<file path="src/rtl/gray_counter_tx.sv">
// Binary up/down counter whose Gray code is offered on a valid/ready stream;
// the count advances by one step for every word the consumer accepts.
module gray_counter_tx #(
   parameter int WIDTH = 4
) (
   input  logic             clk,
   input  logic             rst_n,
   input  logic             en,
   input  logic             up,
   input  logic             load,
   input  logic [WIDTH-1:0] load_bin,
   output logic [WIDTH-1:0] gray_out,
   output logic             gray_valid,
   input  logic             gray_ready,
   output logic [WIDTH-1:0] bin_out,
   output logic             wrap
);

   typedef enum logic {IDLE, RUN} state_t;

   localparam logic [WIDTH-1:0] ONE = WIDTH'(1);

   state_t           state_reg;
   logic [WIDTH-1:0] bin_reg;
   logic [WIDTH-1:0] gray_reg;
   logic             valid_reg;
   logic             wrap_reg;

   logic [WIDTH-1:0] bin_next;
   logic [WIDTH-1:0] gray_next;
   logic             wrap_next;
   logic             transfer;

   assign transfer = valid_reg & gray_ready;

   always_comb begin
      bin_next = bin_reg;
      if (load)
         bin_next = load_bin;
      else if (transfer)
         bin_next = up ? bin_reg + ONE : bin_reg - ONE;
   end

   assign wrap_next = ~load & transfer & (up ? (&bin_reg) : ~(|bin_reg));

   // Gray code is derived from the next binary value so both registers load on the same edge
   genvar gi;
   generate
      for (gi = 0; gi < WIDTH - 1; gi++) begin : g_gray
         assign gray_next[gi] = bin_next[gi] ^ bin_next[gi+1];
      end
   endgenerate
   assign gray_next[WIDTH-1] = bin_next[WIDTH-1];

   always_ff @(posedge clk or negedge rst_n) begin
      if (!rst_n) begin
         state_reg <= IDLE;
         bin_reg   <= '0;
         gray_reg  <= '0;
         valid_reg <= 1'b0;
         wrap_reg  <= 1'b0;
      end else begin
         bin_reg  <= bin_next;
         gray_reg <= gray_next;
         wrap_reg <= wrap_next;
         if (load) begin
            state_reg <= IDLE;
            valid_reg <= 1'b0;
         end else begin
            case (state_reg)
               IDLE: begin
                  if (en) begin
                     state_reg <= RUN;
                     valid_reg <= 1'b1;
                  end
               end
               RUN: begin
                  // Valid only drops once the pending word has been taken
                  if (transfer && !en) begin
                     state_reg <= IDLE;
                     valid_reg <= 1'b0;
                  end
               end
               default: begin
                  state_reg <= IDLE;
                  valid_reg <= 1'b0;
               end
            endcase
         end
      end
   end

   assign gray_out   = gray_reg;
   assign gray_valid = valid_reg;
   assign bin_out    = bin_reg;
   assign wrap       = wrap_reg;

endmodule

</file>
<file path="config.mk">
export PLATFORM = sky130hd
export DESIGN_NAME = gray_counter_tx
export DESIGN_NICKNAME = d
export VERILOG_FILES = /design/src/rtl/gray_counter_tx.sv
export SDC_FILE = /design/constraint.sdc
export NUM_CORES = 1
export LEC_CHECK = 0
export CAP_MARGIN = 40
export CORE_MARGIN = 3
export CORE_UTILIZATION = 40
export DETAILED_ROUTE_END_ITERATION = 10
export HOLD_SLACK_MARGIN = 0.06
export PLACE_DENSITY = 0.81
export RECOVER_POWER = 25
export SYNTH_ARGS = -nofsm -noshare
export SYNTH_HDL_FRONTEND = slang
export SYNTH_SLANG_ARGS = --single-unit
export TNS_END_PERCENT = 10
</file>
<file path="constraint.sdc">
create_clock -name clk -period 1.95 [get_ports clk]
set_input_delay 0.2925 -clock clk [delete_from_list [all_inputs] [get_ports clk]]
set_output_delay 0.2925 -clock clk [all_outputs]
set_load 0.005 [all_outputs]
</file>
==> results of run 1 <==
==> final timing paths <==
| kind | from | to | cells past startpoint |
|---|---|---|---|
| worst max register to register | bin_out[0] | gray_out[0] | 6 |
| worst min-delay path | rst_n | bin_out[0] | 1 |
| worst max-delay path | up | gray_out[0] | 8 |
| min in group clk | state_reg | state_reg | 2 |
| worst min register to register | state_reg | state_reg | 2 |
| max in group asynchronous | rst_n | gray_out[1] | 1 |
==> synth_stat cells, drive strengths merged <==
library cell,count,share of area [%]
dfrtp,10,46
a21oi,7,6.4
nand2,6,4.6
nor2,4,2.8
inv,3,2.1
nand3,3,3.7
o21ai,3,2.8
xnor2,3,4.8
buf,2,2.8
ha,2,4.6
nor3,2,1.8
nor4,2,2.3
xor2,2,3.2
a21o,1,1.4
fa,1,3.7
nand4,1,1.1
nor2b,1,1.1
nor3b,1,1.4
o22ai,1,1.1
or3,1,1.1
or4,1,1.4
==> area by class of cell <==
cell class / count / area (um2) / share of cell area, %
Clock buffer: 3 / 22.5 / 2.82
Sequential cell: 10 / 250 / 31.3
Inverter: 3 / 11.3 / 1.41
Multi-Input combinational cell: 42 / 269 / 33.7
Tap cell: 14 / 17.5 / 2.19
Timing Repair Buffer: 24 / 228 / 28.5
==> stage by stage <==
stage	std cells	setup slack (ns)	util, %	power (uW)	hold WS, ns
detailed placement	93	-0.178	65.4	459	0.537
global placement	93	-0.132	65.4	454	0.520
finish	96	0.0908	67.3	588	0.415
floorplan	57	0.402	-	347	-0.00309
CTS	96	0.0863	67.3	599	0.354
global route	96	0.0186	67.3	629	0.429
==> cell families after synthesis <==
kind of cell	Yosys count
AND/OR/NAND/NOR	22
flip-flops	10
XOR/XNOR	5
AO/OA/AOI/OAI	12
buffers and inverters	5
adder cells (fa/ha/maj)	3
==> per-layer routing <==
layer	vias to the layer above	GRT usage, %	share of wire, %
met3	4	4.24	4.0
met1	229	18.6	44
met4	0	9.04	1.6
met5	-	0	0
met2	9	27.5	50
li1	250	-	-
==> critical path: stages <==
cell             delay (ns)
clkdlybuf4s50_1        0.47
inv_1                  0.08
fa_1                   0.54
nand3_1                0.08
a21oi_1                0.15
a21oi_1                0.07
buf_4                  0.15
xnor2_1                0.19
==> power groups by stage <==
stage | registers [uW] | clock network (uW) | logic (uW)
after global placement | 265 | 0 | 190
final | 262 | 133 | 193
after global routing | 267 | 153 | 210
after floorplan | 265 | 0 | 82.5
after detailed placement | 265 | 0 | 194
after CTS | 262 | 141 | 196
==> impl_metrics.env, run 1 <==
export IMPL_place_congestion=0.796
export IMPL_cp_required_ns=2.12
export IMPL_mostFrequentLayoutCells="clkdlybuf4s50_1 (18), dfrtp_1 (10), a21oi_1 (7)"
export IMPL_ios=20
export IMPL_fin_area_um2=798
export IMPL_antenna_found_initial=0
export IMPL_synth_area_um2=546
export IMPL_io_buffers=19
export IMPL_dieHeight_um=42.9
export IMPL_cts_tree="built"
export IMPL_cts_sinks=10
export IMPL_track_usage_pct=16.4
export IMPL_diodes=0
export IMPL_drt_total_wl_um=1260
export IMPL_fin_nets=97
export IMPL_p_int_uw=423
export IMPL_clk_pin_slew_ns=0.06
export IMPL_syn_avg_cell_area_um2=9.57
export IMPL_drv_cap=0
export IMPL_viasPerCell=5.13
export IMPL_tightest_slew_ns=0.448
export IMPL_layout_commonest_cell="clkdlybuf4s50_1"
export IMPL_finalCritPeriodShare_pct=95.3
export IMPL_syn2layout_area_growth_pct=46.3
export IMPL_num_vias=492
export IMPL_dp_hpwl_um=991
export IMPL_grt_pass1_vias=515
export IMPL_switching_share_pct=28.1
export IMPL_grt_pass1_wl_um=2210
export IMPL_clkPwrFrac_pct=22.6
export IMPL_ys_types=24
export IMPL_min_delay_path_class="input port to asynchronous set/reset pin"
export IMPL_initial_utilization_pct=46.0
export IMPL_dieArea_um2=1840
export IMPL_max_slew_margin_pct=70.1
export IMPL_synth_xor_area_share_pct=8.03
export IMPL_status="completed"
export IMPL_setup_worst_path_class="input port to flop"
export IMPL_start_kind="input port"
export IMPL_fp_dieW_um=42.9
export IMPL_cts_resized=0
export IMPL_largest_reg_flops=4
export IMPL_slew_viol_final=0
export IMPL_synth_warnings=0
export IMPL_powerDensity_nw_per_um2=737
export IMPL_rsz0062_at_grt="false"
export IMPL_ys_seq_area_share_pct=45.9
export IMPL_ant_nets=0
export IMPL_dr_pass1_iters=2
export IMPL_cts_hold_buf=0
export IMPL_cts_max_path_buffers=2
export IMPL_hold_violations=0
export IMPL_cts_buffers=3
export IMPL_grt_ovfl_total=0
export IMPL_synth_simple_gate_area_share_pct=21.3
export IMPL_clk_latency_ns=0.26
export IMPL_fin_skew_ns=0.00229
export IMPL_drc=0
export IMPL_p_switching_uw=165
export IMPL_syn_num_nets=70
export IMPL_synth_seq_cells=10
export IMPL_r2r_slack_ns=0.24
export IMPL_synth_compound_area_share_pct=11.7
export IMPL_rows=12
export IMPL_power_leakage_uw=0.000346
export IMPL_nFillCells=105
export IMPL_dpl_cell_area_um2=776
export IMPL_min_period_ns=1.86
export IMPL_setup_violations=0
export IMPL_cts_root_buf="clkbuf_4"
export IMPL_synth_top_family_by_area="simple AND/OR/NAND/NOR gates"
export IMPL_tns_ns=0
export IMPL_h_tree_depth=1
export IMPL_path_max_fanout=3
export IMPL_power_frac_comb_pct=32.8
export IMPL_drt_iter0_markers=2
export IMPL_avgRoutedWirePerCell_um=13.1
export IMPL_layout_drive_gt1_share_pct=12.2
export IMPL_synth_area_mux_share_pct=0
export IMPL_synthAdderAreaFrac_pct=8.26
export IMPL_grt_max_degree=12
export IMPL_cts_setup_buffers=0
export IMPL_core_um2=1190
export IMPL_netlist_instances=57
export IMPL_power_frac_seq_pct=44.6
export IMPL_arrival_ns=2.03
export IMPL_endpoint_kind="flop"
export IMPL_fmax_mhz=538
export IMPL_vdd_drop_max_uv=418
(Power assumes the default switching activity.)
==> run 2, diff against run 1 <==
--- a/config.mk
+++ b/config.mk
@@ -10,2 +10,3 @@
 export CORE_UTILIZATION = 40
+export CTS_CLUSTER_DIAMETER = 150
 export DETAILED_ROUTE_END_ITERATION = 10
--- a/constraint.sdc
+++ b/constraint.sdc
@@ -3,2 +3,2 @@
 set_output_delay 0.2925 -clock clk [all_outputs]
-set_load 0.005 [all_outputs]
+set_load 0.1 [all_outputs]
==> run 2 against run 1 <==
Effect of this change:
- sequential share of layout area is 0.21 points higher
- clock-buffer cell count increased by 1
- hold slack worse by 0.00091 ns
- critical endpoint is now gray_out[2]
==> impl_metrics.env, run 2 (same netlist as run 1, synthesis figures left out) <==
export IMPL_status="completed"
export IMPL_dieArea_um2=1840
export IMPL_avgRoutedWirePerCell_um=13.4
export IMPL_highest_layer="met4"
export IMPL_placed_cells=94
export IMPL_total_power_uw=875
export IMPL_endpoint_kind="flop"
export IMPL_setup_worst_path_class="input port to flop"
export IMPL_power_leakage_uw=0.000368
export IMPL_cts_max_path_buffers=2
export IMPL_crit_buf_inv=2
export IMPL_mostFrequentLayoutCells="buf_4 (16), dfrtp_1 (8), clkdlybuf4s50_1 (8)"
export IMPL_viasPerCell=5.04
export IMPL_powerDensity_nw_per_um2=1090
export IMPL_h_tree_depth=1
export IMPL_setup_violations=0
export IMPL_cts_root_buf="clkbuf_4"
export IMPL_min_delay_path_class="input port to asynchronous set/reset pin"
export IMPL_slew_viol_final=0
export IMPL_drt_total_wl_um=1310
export IMPL_grt_pass1_wl_um=2200
export IMPL_cts_buffers=3
export IMPL_ant_nets=0
export IMPL_max_slew_margin_pct=68.1
export IMPL_slowest_stage="clkdlybuf4s50_1"
export IMPL_diodes=0
export IMPL_critPathTopFamily="buffers and inverters"
export IMPL_antenna_found_initial=0
export IMPL_drv_cap=0
export IMPL_start_kind="input port"
export IMPL_tns_ns=0
export IMPL_grt_max_degree=11
export IMPL_grt_pass1_vias=481
export IMPL_fin_nets=98
export IMPL_largest_reg_flops=4
export IMPL_layout_drive_gt1_share_pct=29.8
export IMPL_tightest_slew_ns=0.477
export IMPL_hold_violations=0
export IMPL_instances_no_fill=98
export IMPL_min_period_ns=1.79
export IMPL_cts_tree="built"
export IMPL_wl_met3_um=88
export IMPL_dp_hpwl_um=1020
export IMPL_syn2layout_area_growth_pct=46.8
export IMPL_dieHeight_um=42.9
export IMPL_core_um2=1190
export IMPL_fp_dieW_um=42.9
export IMPL_layout_commonest_cell="buf_4"
export IMPL_arrival_ns=1.94
export IMPL_path_cells="clkdlybuf4s50_1, inv_1, fa_1, xnor2_1, nor2_1, a21oi_1, o21ai_2, xor2_1"
export IMPL_cts_setup_buffers=0
export IMPL_rsz0062_at_grt="false"
export IMPL_grt_ovfl_total=0
export IMPL_vdd_drop_max_uv=666
export IMPL_track_usage_pct=16.2
export IMPL_dr_pass1_iters=4
export IMPL_cts_resized=0
export IMPL_path_max_fanout=3
export IMPL_clk_latency_ns=0.27
export IMPL_num_vias=494
export IMPL_initial_utilization_pct=46.0
export IMPL_ios=20
export IMPL_cp_required_ns=2.10
export IMPL_fin_area_um2=801
export IMPL_dr_wl_met2_um=610
export IMPL_drt_iter0_markers=6
export IMPL_rows=12
export IMPL_clk_pin_slew_ns=0.07
export IMPL_cpPeakStageDelay_ns=0.48
export IMPL_fmax_mhz=560
export IMPL_cts_hold_buf=0
export IMPL_place_congestion=0.799
export IMPL_cts_sinks=10
export IMPL_finalCritPeriodShare_pct=91.6
export IMPL_drc=0
export IMPL_dpl_cell_area_um2=761
export IMPL_io_buffers=19
export IMPL_wl_met1_um=583
export IMPL_fin_skew_ns=0.00109
-- run 2: changes by cell type in the layout (fill, tap and decap cells not counted), sizes merged --
cell	before	now
buf	5	16
clkbuf	3	4
clkdlybuf4s50	18	8
-- run 2: cell type report --
cell class | count | area [um2]
fill | 94 | 385
multi-input combinational | 42 | 273
sequential | 10 | 253
timing repair buffer | 25 | 210
clock buffer | 4 | 36.3
tap | 14 | 17.5
inverter | 3 | 11.3
-- run 2: power breakdown --
part | internal (uW) | switching, uW
Combinational | 105 | 314
Sequential | 238 | 26.8
Clock | 113 | 78.2
Total | 456 | 419
-- run 2: path summary, 6_finish.rpt --
check / cells past startpoint / slack (ns) / from / to
setup / recovery: 8 / 0.16 / up / gray_out[2]
hold / removal: 1 / 0.41 / rst_n / gray_valid
setup reg to reg: 6 / 0.33 / bin_out[0] / gray_out[2]
hold reg to reg: 2 / 0.57 / state_reg / state_reg
max in group asynchronous: 1 / 1.19 / rst_n / bin_out[1]
min in group clk: 2 / 0.57 / state_reg / state_reg
-- run 2: stage by stage --
step	utilization (%)	setup slack, ns	hold WS (ns)
2_1_floorplan	-	-0.151	-0.00309
3_3_place_gp	64.1	-0.123	0.519
3_5_place_dp	64.1	-0.149	0.553
4_1_cts	67.2	0.0854	0.354
5_1_grt	67.5	0.0778	0.439
6_report	67.5	0.163	0.414
-- run 2: routing by layer --
metal / track usage (%) / vias to the layer above
met2: 22.8 / 16
met5: 0 / -
met3: 2.97 / 4
met1: 22.0 / 220
li1: - / 254
met4: 11.4 / 0
